### config.mk
export PLATFORM = sky130hd
export DESIGN_NAME = mult_ctrl
export DESIGN_NICKNAME = d
export VERILOG_FILES = /design/src/rtl/mult_ctrl.sv
export SDC_FILE = /design/constraint.sdc
export NUM_CORES = 1
export LEC_CHECK = 0
export BUFFER_PORTS_ARGS = -buffer_cell sky130_fd_sc_hd__buf_2
export CAP_MARGIN = 20
export CORE_ASPECT_RATIO = 0.75
export CORE_MARGIN = 1
export CORE_UTILIZATION = 50
export CTS_BUF_LIST = sky130_fd_sc_hd__clkbuf_8
export DETAILED_ROUTE_END_ITERATION = 8
export PLACE_DENSITY = 0.76
export SLEW_MARGIN = 10
export SYNTH_ARGS = -nofsm -noshare
export SYNTH_HDL_FRONTEND = slang
export SYNTH_SLANG_ARGS = --single-unit
### constraint.sdc
create_clock -name clock -period 1.7 [get_ports clock]
set_input_delay 0.085 -clock clock [delete_from_list [all_inputs] [get_ports clock]]
set_output_delay 0.085 -clock clock [all_outputs]
set_load 0.05 [all_outputs]
### src/rtl/mult_ctrl.sv
// mult_ctrl: sequential signed multiplier controller (radix-2 Booth).
// One Booth step per clock; the add/subtract of each step is performed by an
// external shared CLA adder through add_a/add_b/add_cin -> add_sum.
// Optional feature: define MULT_OVF_EN to add the ovf output, which flags a
// product that does not fit in WIDTH signed bits.
module mult_ctrl #(
  parameter int WIDTH = 32
) (
  input  logic             clock,
  input  logic             resetn,
  input  logic             start,
  input  logic [WIDTH-1:0] op_a,
  input  logic [WIDTH-1:0] op_b,
  output logic [WIDTH-1:0] add_a,
  output logic [WIDTH-1:0] add_b,
  output logic             add_cin,
  input  logic [WIDTH-1:0] add_sum,
  output logic [WIDTH-1:0] result,
  output logic             ready,
  output logic             busy
`ifdef MULT_OVF_EN
  ,
  output logic             ovf
`endif
);

  localparam int CNT_W = $clog2(WIDTH) + 1;
  localparam logic [CNT_W-1:0] LAST_ITER = CNT_W'(WIDTH - 1);

  typedef enum logic [1:0] {
    IDLE = 2'd0,
    RUN  = 2'd1,
    DONE = 2'd2
  } state_t;

  state_t             state;
  state_t             state_nxt;

  // Booth working registers: multiplicand M and product register {hi, lo, q}.
  logic [WIDTH-1:0]   m_q;
  logic [WIDTH-1:0]   hi_q;
  logic [WIDTH-1:0]   lo_q;
  logic               q_q;
  logic [CNT_W-1:0]   cnt_q;
  logic [WIDTH-1:0]   res_q;

  logic               accept;
  logic               last_iter;
  logic               do_sub;
  logic               do_op;
  logic [WIDTH-1:0]   hi_acc;
  logic               acc_sign;
  logic [WIDTH-1:0]   hi_shift;
  logic [WIDTH-1:0]   lo_shift;
  logic               q_shift;

  // A new operation can start from IDLE or DONE; start is ignored in RUN.
  assign accept    = start && (state != RUN);
  assign last_iter = (cnt_q == LAST_ITER);

  // Booth pair {lo[0], q}: 10 subtracts M, 01 adds M, 00/11 leave hi alone.
  assign do_sub = (state == RUN) && lo_q[0] && !q_q;
  assign do_op  = (state == RUN) && (lo_q[0] ^ q_q);

  // Shared adder operands: add hi+M by default so the adder never floats.
  // NOTE: every always_comb output gets a default first, so no path can leave
  // it unassigned and infer a latch.
  always_comb begin
    add_a   = hi_q;
    add_b   = m_q;
    add_cin = 1'b0;
    if (do_sub) begin
      add_b   = ~m_q;
      add_cin = 1'b1;
    end
  end

  // Accumulate and arithmetic-shift {hi, lo, q} right by one.
  // The sum of hi and +/-M needs WIDTH+1 bits when it overflows (e.g. when
  // subtracting the most negative M), so the bit shifted into hi[WIDTH-1] is
  // the true sign of the sum: the common operand sign when both operands agree,
  // otherwise the sign bit of the WIDTH-bit sum. Without this the high half,
  // and hence the overflow flag, would be wrong.
  always_comb begin
    hi_acc   = hi_q;
    acc_sign = hi_q[WIDTH-1];
    if (do_op) begin
      hi_acc   = add_sum;
      acc_sign = (hi_q[WIDTH-1] == add_b[WIDTH-1]) ? hi_q[WIDTH-1]
                                                   : add_sum[WIDTH-1];
    end
    hi_shift = {acc_sign, hi_acc[WIDTH-1:1]};
    lo_shift = {hi_acc[0], lo_q[WIDTH-1:1]};
    q_shift  = lo_q[0];
  end

  // Next-state logic of the IDLE/RUN/DONE controller.
  always_comb begin
    state_nxt = state;
    case (state)
      IDLE:    if (start) state_nxt = RUN;
      RUN:     if (last_iter) state_nxt = DONE;
      DONE:    state_nxt = start ? RUN : IDLE;
      default: state_nxt = IDLE;
    endcase
  end

  // State register; reset aborts any operation in flight.
  // NOTE: sequential state uses non-blocking assignments so every register
  // samples pre-edge values, independent of block ordering.
  always_ff @(posedge clock or negedge resetn) begin
    if (!resetn) begin
      state <= IDLE;
    end else begin
      state <= state_nxt;
    end
  end

  // Booth datapath: load on accepted start, one step per RUN cycle.
  // NOTE: every datapath register is cleared by reset, so the adder operands
  // and result read as zero while reset is held.
  always_ff @(posedge clock or negedge resetn) begin
    if (!resetn) begin
      m_q   <= '0;
      hi_q  <= '0;
      lo_q  <= '0;
      q_q   <= 1'b0;
      cnt_q <= '0;
    end else if (accept) begin
      m_q   <= op_a;
      hi_q  <= '0;
      lo_q  <= op_b;
      q_q   <= 1'b0;
      cnt_q <= '0;
    end else if (state == RUN) begin
      hi_q  <= hi_shift;
      lo_q  <= lo_shift;
      q_q   <= q_shift;
      cnt_q <= cnt_q + CNT_W'(1);
    end
  end

  // Result capture on the final step; held through DONE and IDLE.
  always_ff @(posedge clock or negedge resetn) begin
    if (!resetn) begin
      res_q <= '0;
    end else if ((state == RUN) && last_iter) begin
      res_q <= lo_shift;
    end
  end

`ifdef MULT_OVF_EN
  logic ovf_q;

  // Overflow flag: the high half must be pure sign extension of the low half.
  always_ff @(posedge clock or negedge resetn) begin
    if (!resetn) begin
      ovf_q <= 1'b0;
    end else if ((state == RUN) && last_iter) begin
      ovf_q <= (hi_shift != {WIDTH{lo_shift[WIDTH-1]}});
    end
  end

  assign ovf = ovf_q;
`endif

  assign result = res_q;
  assign ready  = (state == DONE);
  assign busy   = (state == RUN);

endmodule

=== Word level (Yosys, flattened, before mapping) ===
Index checks and enable logic that the tools add are counted.
Widths: inputs -> output; s select.

* Register bits: 137
* Bits of input ports: 99
* Output and inout port bits: 99

* Add/sub/neg operators: 1
* Equality and inequality tests: 8
* Muxes and demuxes: 17
* Bitwise logic cells: 2
* Reductions and logical operators: 11

{| class="wikitable"
|+ Operators by type and width
! cell !! number
|-
| $mux 32 || 6
|-
| $not 32->32 || 1
|-
| $mux 6 || 2
|-
| $add 6x1->6 const B || 1
|-
| $eq 6x5->1 const B || 1
|-
| $mux 1 || 6
|-
| $pmux 2 s3 || 1
|-
| $logic_and 1x1->1 || 5
|-
| $mux 2 || 2
|-
| $ne 2x1->1 const B || 2
|-
| $ne 2x2->1 const B || 2
|-
| $reduce_bool 2->1 || 2
|-
| $reduce_and 3->1 || 1
|-
| $eq 2x1->1 const B || 1
|-
| $eq 2x2->1 const B || 1
|-
| $logic_not 2->1 || 1
|-
| $reduce_and 2->1 || 1
|-
| $eq 1x1->1 || 1
|-
| $logic_not 1->1 || 1
|-
| $xor 1x1->1 || 1
|}

=== Depth between registers and ports, before layout ===
Gate-level depths: netlist of the first run.

* Depth after elaboration: 9
* Gate-level depth with buffers: 7

=== Worst setup path before layout of the first run ===
OpenSTA, ideal clock, no wires.

* Path kind: register -> output
* Start point: register state[1]
* End point: output add_b[22]
* Arrival time: 1936 ps
* Path slack: -321 ps
* Stages on the path, launching flop included: 6
* Path buffers: 2
* Cell sequence: dfrtp_1 nand2b_2 nor3b_1 buf_4 buf_6 xor2_1

* Cells in the longest elaborated chain, start to end: 4

{| class="wikitable"
|+ Ends and longest elaborated chain
! what !! RTL line !! text
|-
| from (decl) || 36 || <nowiki>state_t state;</nowiki>
|-
| from (signal assigned) || 115 || <nowiki>state <= state_nxt;</nowiki>
|-
| $eq 2x1->1 || 62 || <nowiki>assign do_sub = (state == RUN) && lo_q[0] && !q_q;</nowiki>
|-
| $logic_and 1x1->1 (2 in series) || 62 ||
|-
| $mux 32 || 72 || <nowiki>if (do_sub) begin</nowiki>
|-
| to (decl) || 15 || <nowiki>output logic [WIDTH-1:0] add_b,</nowiki>
|}

No other way between the ends.

=== Final worst setup path of the first run ===
* Start point: register state[1]
* End point: output add_b[10]

Same word-level chain as after synthesis.

==> qor.txt, run 1 <==
TIMING
--------------------------------------------------------------------------------------------------------
Setup Skew                                                                                    0.00940 ns
Maximum operating frequency                                                                    0.481 GHz
Worst hold margin                                                                              0.0121 ns
Setup repair after global routing missed its margin                                                 true
Period utilization                                                                                  122%
Pins Over Slew Limit                                                                                   0
Final Hold Viols                                                                                       0
Number of setup violations in the final report                                                        64
Worst slew slack as a fraction of its limit                                                        65.4%
Smallest setup slack after layout                                                              -0.378 ns
Transition at the pin with the smallest max-transition slack                                    0.518 ns
Shortest clock period the worst path allows after layout                                         2.08 ns

YOSYS
--------------------------------------------------------------------------------------------------------
Most numerous cell types in the synthesized netlist                                         sky130_fd_sc_hd__dfrtp_1, sky130_fd_sc_hd__mux2_2, sky130_fd_sc_hd__o21ai_0
Post-Synthesis Mean Instance Area                                                             11.9 sq um
Largest area contributor in the netlist                                                     sky130_fd_sc_hd__dfrtp_1
Async set-or-reset flop fraction in the synthesized netlist                                         100%
Post-Syn Area                                                                                 6330 sq um
Cell with the most instances after synthesis                                                sky130_fd_sc_hd__dfrtp_1
Number of synthesis warnings                                                                           0
Leading post-synthesis cells by cell area                                                   sky130_fd_sc_hd__dfrtp_1, sky130_fd_sc_hd__mux2_2, sky130_fd_sc_hd__mux2i_1, sky130_fd_sc_hd__xor2_1, sky130_fd_sc_hd__o21ai_0
Unique masters post-synth                                                                             36
Top flip-flop cell by instance count after synthesis                                        sky130_fd_sc_hd__dfrtp_1
Synth Net Count                                                                                      631
Sequential share of the synthesized area                                                           54.1%
Register bit count reported by yosys                                                                 137
Area fraction of the dominant cell type after synthesis                                            54.1%
Number of flops mapped to enable cells by yosys                                                        0
Instance count of the mapped netlist                                                                 531

GRT
--------------------------------------------------------------------------------------------------------
Global-route wire length before repair                                                          27800 um
Number of antenna violations at the first check in global routing                                      0
Via count of the first global-routing pass                                                          5356
Pin count of the biggest net entering global routing                                                  54
Overall overflow remaining after global route                                                          0
GRT Overall Usage                                                                                  27.3%

CELLS AND AREA
--------------------------------------------------------------------------------------------------------
Net count of the finished layout                                                                     941
Count of antenna diodes in the layout                                                                  0
Final standard cell count with taps included and fillers excluded                                   1020
Layout overhead on the synthesized area                                                            53.9%
Layout cell share with drive strength beyond 1                                                     40.9%
Final core utilization                                                                             79.2%
Final standard cell area without fillers                                                      9750 sq um

RUN STATUS
--------------------------------------------------------------------------------------------------------
Violated checks                                                                             setup timing
Result of the run                                                                           finished, violations left

CLOCK TREE
--------------------------------------------------------------------------------------------------------
Number of buffers created by CTS                                                                      17
Post-CTS clock slew at the launch and capture registers of the worst setup and hold paths        0.08 ns
Root buffer selected by CTS                                                                 sky130_fd_sc_hd__clkbuf_8
Clock H-tree levels                                                                                    4
Clk sink count                                                                                       137
Bufs on Longest Clock Path                                                                             2
CTS tree                                                                                            done
Latest clock arrival within the worst-skew pair                                                  0.44 ns

WORST SETUP PATH
--------------------------------------------------------------------------------------------------------
Startpoint type of the worst setup path                                                         register
Arrival time of the worst setup path                                                             1.99 ns
Bufs and invs on worst path                                                                            3
Maximum cell stage delay along the critical path                                                 0.39 ns
Family with the most delay on the worst path                                                buffers and inverters
Max FO, Critical Path                                                                                 12
Required time at the worst-slack endpoint                                                        1.62 ns
Crit end category                                                                           primary output
Worst setup path class                                                                        reg -> out
Ordered cell list for the critical path                                                     nand2b_4, nor3b_4, buf_6, buf_12, xor2_1, buf_4
Library cell contributing the largest single delay on the critical path                     sky130_fd_sc_hd__dfrtp_1

ROUTING
--------------------------------------------------------------------------------------------------------
DRT Pass-1 Iters                                                                                       5
Post-route DRC violation count                                                                         0
Number of DRC markers after the initial detailed-route iteration                                     303
Routed wire length                                                                              18900 um
Avg WL per Cell                                                                                  18.5 um
Number of vias after detailed routing                                                               5496
Routed Antenna Nets                                                                                    0
Vias/cell                                                                                           5.39

PLACE
--------------------------------------------------------------------------------------------------------
Weighted congestion at the end of routability-driven global placement                              0.847
Number of placed instances, taps included                                                            877
Number of buffers added on ports                                                                     197
Area post-placement                                                                           7730 sq um
Detailed Place HPWL                                                                             10100 um

FLOORPLAN
--------------------------------------------------------------------------------------------------------
Die Outline Area                                                                             13100 sq um
Row Count                                                                                             35
Width of the die                                                                                  132 um
Number of ports placed on the die boundary                                                           198
Initial Utilization                                                                                51.5%
Vertical extent of the die                                                                       99.5 um
Area of the core                                                                             12300 sq um

FLOW RUN
--------------------------------------------------------------------------------------------------------
Max Cap Viol                                                                                           0

MIN PATH
--------------------------------------------------------------------------------------------------------
Type of the worst min-delay path                                                               in -> reg

## metrics by stage
stage / TNS, ns / worst slack [ns]
after floorplan: -5.59 / -0.246
after global placement: 0 / 0.0678
after detailed placement: 0 / 0.0243
after CTS: -8.25 / -0.296
after global routing: -14.14 / -0.423
final: -10.11 / -0.378
## cell usage in the layout, fill, tap and decap left out, types with 10 or more instances in the layout
cell                              n
sky130_fd_sc_hd__buf_2          162
sky130_fd_sc_hd__dfrtp_1        135
sky130_fd_sc_hd__dlygate4sd3_1   93
sky130_fd_sc_hd__buf_4           41
sky130_fd_sc_hd__o21ai_0         39
sky130_fd_sc_hd__nand2_1         37
sky130_fd_sc_hd__mux2i_1         35
sky130_fd_sc_hd__nand3_1         32
sky130_fd_sc_hd__mux2_4          31
sky130_fd_sc_hd__buf_6           19
sky130_fd_sc_hd__inv_1           18
sky130_fd_sc_hd__clkbuf_8        18
sky130_fd_sc_hd__and3_1          17
sky130_fd_sc_hd__o311ai_0        16
sky130_fd_sc_hd__mux2_1          16
sky130_fd_sc_hd__mux2_2          16
sky130_fd_sc_hd__xor2_1          15
sky130_fd_sc_hd__nor3_1          15
sky130_fd_sc_hd__a311o_1         15
sky130_fd_sc_hd__buf_12          11
sky130_fd_sc_hd__xor2_4          10
## worst min-delay path: stages
cell                      delay (ns)
sky130_fd_sc_hd__buf_2          0.07
sky130_fd_sc_hd__mux2i_1        0.06
sky130_fd_sc_hd__o21ai_0        0.19
## layout make-up
type                            count  area (sq um)
Sequential cell                   137          3430
Multi-Input combinational cell    331          2920
Timing Repair Buffer              335          2700
Fill cell                         710          2560
Clock buffer                       18           248
Tap cell                          166           208
Clock inverter                     14           171
Inverter                           19          73.8
## registers in the layout, indices dropped and copies added, names as in the netlist
name	cells
add_a	32
lo_q	32
m_q	32
result	32
cnt_q	6
state	2
q_q	1
## routing by layer
metal,part of all wire [%],GRT usage (%),wire [um],vias up
li1,-,-,-,2506
met1,43,36.1,8030,2710
met2,49,44.8,9180,254
met3,7.4,7.03,1400,26
met4,1.4,7.78,271,0
met5,0,0,0,-
## what timing repair did
item                                    4_1_cts  5_1_grt
hold buffers                                 93        0
gates cloned                                  3        4
hold endpoints to repair                    230        0
gates resized for setup                      48       60
pin swaps                                    11        7
setup buffers                                 3        8
endpoints found under the setup margin       34       72
## path summary, 6_finish.rpt
path	from	end	slack (ns)	cells after the start
min reg2reg	cnt_q[5]	cnt_q[5]	0.48	1
min	op_b[27]	lo_q[27]	0.01	3
min in group asynchronous	resetn	m_q[30]	0.13	2
max reg2reg	state[1]	result[20]	-0.07	7
max in group asynchronous	resetn	lo_q[0]	0.97	3
max	state[1]	add_b[10]	-0.38	6
## logic make-up after synthesis
kind of cell,synth area share (%)
AO/OA/AOI/OAI,8.77
buffers and inverters,5.85
AND/OR/NAND/NOR,9.50
flip-flops,54.1
XOR/XNOR,4.82
multiplexers,16.7
adder cells (fa/ha/maj),0.198
Power of run 1 is not shown: default switching activity piles up to over one toggle a cycle in this logic, so the estimate is an artifact.
==> inputs of run 2 (changes only) <==
Settings changed: CORE_UTILIZATION 50 to 53, PLACE_DENSITY 0.76 to 0.8.
==> run 2 against run 1 <==
Effect of this change: the run still ends with setup timing left; non-clock buffer count increased by 1; die area fell by 5.6%; count of clock-buffer cells in the layout rose by 1; utilization up 5.6 points; final area is 1.0% higher; wire length grew 11%; first-iteration DRC count rose by 53%; highest routed layer unchanged.
==> qor.txt, run 2 (synthesized netlist as in run 1, its figures left out) <==
TIMING
--------------------------------------------------------------------------------------------------------
Setup Skew                                                                                     0.0168 ns
Fin Setup TNS                                                                                   -9.99 ns
Transition at the pin with the smallest max-transition slack                                    0.498 ns
Setup repair after global routing missed its margin                                                 true
Shortest clock period the worst path allows after layout                                         2.11 ns
Worst slew slack as a fraction of its limit                                                        66.8%
Number of setup violations in the final report                                                        40
Pins Over Slew Limit                                                                                   0
Maximum operating frequency                                                                    0.474 GHz
Period utilization                                                                                  124%
Smallest setup slack after layout                                                              -0.411 ns
Final Hold Viols                                                                                       0

PLACE
--------------------------------------------------------------------------------------------------------
Number of placed instances, taps included                                                            874
Area post-placement                                                                           7770 sq um
Detailed Place HPWL                                                                             10400 um
Number of buffers added on ports                                                                     197
Weighted congestion at the end of routability-driven global placement                              0.821

GRT
--------------------------------------------------------------------------------------------------------
Via count of the first global-routing pass                                                          5716
Global-route wire length before repair                                                          30000 um
Overall overflow remaining after global route                                                          0
Number of antenna violations at the first check in global routing                                      0
GRT Overall Usage                                                                                  31.8%
Pin count of the biggest net entering global routing                                                  50

FLOORPLAN
--------------------------------------------------------------------------------------------------------
Width of the die                                                                                  128 um
Row Count                                                                                             34
Initial Utilization                                                                                54.5%
Vertical extent of the die                                                                       96.7 um
Number of ports placed on the die boundary                                                           198
Area of the core                                                                             11600 sq um
Die Outline Area                                                                             12400 sq um

WORST SETUP PATH
--------------------------------------------------------------------------------------------------------
Required time at the worst-slack endpoint                                                        1.62 ns
Max FO, Critical Path                                                                                  5
Startpoint type of the worst setup path                                                         register
Launching point of the worst reg2reg path                                                       cnt_q[1]
R2R Setup Slk                                                                                   -0.01 ns
R2R cell count                                                                                         5
Worst reg2reg path endpoint                                                                    result[4]
Worst setup path class                                                                        reg -> out
Crit end category                                                                           primary output
Arrival time of the worst setup path                                                             2.03 ns

FLOW RUN
--------------------------------------------------------------------------------------------------------
Max Cap Viol                                                                                           0

CLOCK TREE
--------------------------------------------------------------------------------------------------------
Clock H-tree levels                                                                                    4
Clk sink count                                                                                       137
Post-CTS clock slew at the launch and capture registers of the worst setup and hold paths        0.07 ns
CTS tree                                                                                            done
Root buffer selected by CTS                                                                 sky130_fd_sc_hd__clkbuf_8
Number of buffers created by CTS                                                                      17
Bufs on Longest Clock Path                                                                             2
Latest clock arrival within the worst-skew pair                                                  0.45 ns

ROUTING
--------------------------------------------------------------------------------------------------------
Avg WL per Cell                                                                                  20.6 um
Number of DRC markers after the initial detailed-route iteration                                     463
Routed wire length                                                                              20900 um
Number of vias after detailed routing                                                               5711
Vias/cell                                                                                           5.62
DRT Pass-1 Iters                                                                                       5
Post-route DRC violation count                                                                         0
Routed Antenna Nets                                                                                    0

CELLS AND AREA
--------------------------------------------------------------------------------------------------------
Layout cell share with drive strength beyond 1                                                     41.6%
Commonest cells after routing, fill and taps aside                                          sky130_fd_sc_hd__buf_2, sky130_fd_sc_hd__dfrtp_1, sky130_fd_sc_hd__dlygate4sd3_1
Net count of the finished layout                                                                     942
Final standard cell area without fillers                                                      9850 sq um
Final standard cell count with taps included and fillers excluded                                   1016
Count of antenna diodes in the layout                                                                  0
Multi-input combinational cell area                                                           2940 sq um
Number of filler cells placed in the layout                                                          565
Layout overhead on the synthesized area                                                            55.5%
Sequential cell area                                                                          3430 sq um
Leading cell type in the layout, fill and taps excluded                                     sky130_fd_sc_hd__buf_2

MIN PATH
--------------------------------------------------------------------------------------------------------
WHS Endpoint                                                                                    lo_q[29]
Start point of the worst hold path                                                              op_b[29]
Worst Hold Depth                                                                                       3
Type of the worst min-delay path                                                               in -> reg

RUN STATUS
--------------------------------------------------------------------------------------------------------
Violated checks                                                                             setup timing
Result of the run                                                                           finished, violations left

[run 2: final cells by class]
type	count	share of cell area (%)
multi-input cells	331	29.9
clock buffers	19	2.66
repair buffers	336	27.8
well taps	162	2.06
inverters	19	0.801
clock inverters	12	2.00
flip-flops and latches	137	34.8
[run 2: routing by layer]
metal  part of all wire, %  wire (um)  track usage (%)  vias up
met4                   2.6        535             12.0        0
met3                   8.1       1700             8.35       63
met1                    40       8420             39.1     2836
li1                      -          -                -     2496
met5                     0          0                0        -
met2                    49      10300             53.5      316
[run 2: stage by stage]
stage,utilization [%],setup slack (ns),hold slack (ns)
global placement,66.9,0.0285,0.0539
finish,84.8,-0.411,0.0401
global route,84.8,-0.477,0.0239
detailed placement,66.9,-0.0321,0.0589
floorplan,-,-0.246,-0.211
CTS,81.5,-0.327,0.000613
[run 2: critical path, cell delays in order (launching register included)]
cell	delay (ns)
sky130_fd_sc_hd__dfrtp_1	0.38
sky130_fd_sc_hd__nand2b_4	0.15
sky130_fd_sc_hd__nor3b_4	0.22
sky130_fd_sc_hd__buf_6	0.14
sky130_fd_sc_hd__buf_12	0.12
sky130_fd_sc_hd__buf_6	0.14
sky130_fd_sc_hd__xor2_1	0.20
sky130_fd_sc_hd__buf_4	0.24
[run 2: how the worst max path moves through the flow]
stage / startpoint / endpoint / slack [ns] / cells past startpoint
2_1_floorplan: state[1] / add_b[10] / -0.25 / 5
3_3_place_gp: state[1] / add_b[28] / 0.03 / 6
3_5_place_dp: state[1] / add_b[3] / -0.03 / 6
4_1_cts: state[1] / add_b[21] / -0.33 / 7
5_1_grt: state[1] / add_b[6] / -0.48 / 7
6_report: state[1] / add_b[9] / -0.41 / 7
[run 2: timing repair]
item	4_1_cts	5_1_grt
pin swaps	4	7
cloned	3	4
resized for setup	61	56
setup buffers	4	9
hold buffers	93	1
hold endpoints to repair	188	1
endpoints found under the setup margin	34	74
Power of run 2 is left out for the same reason.
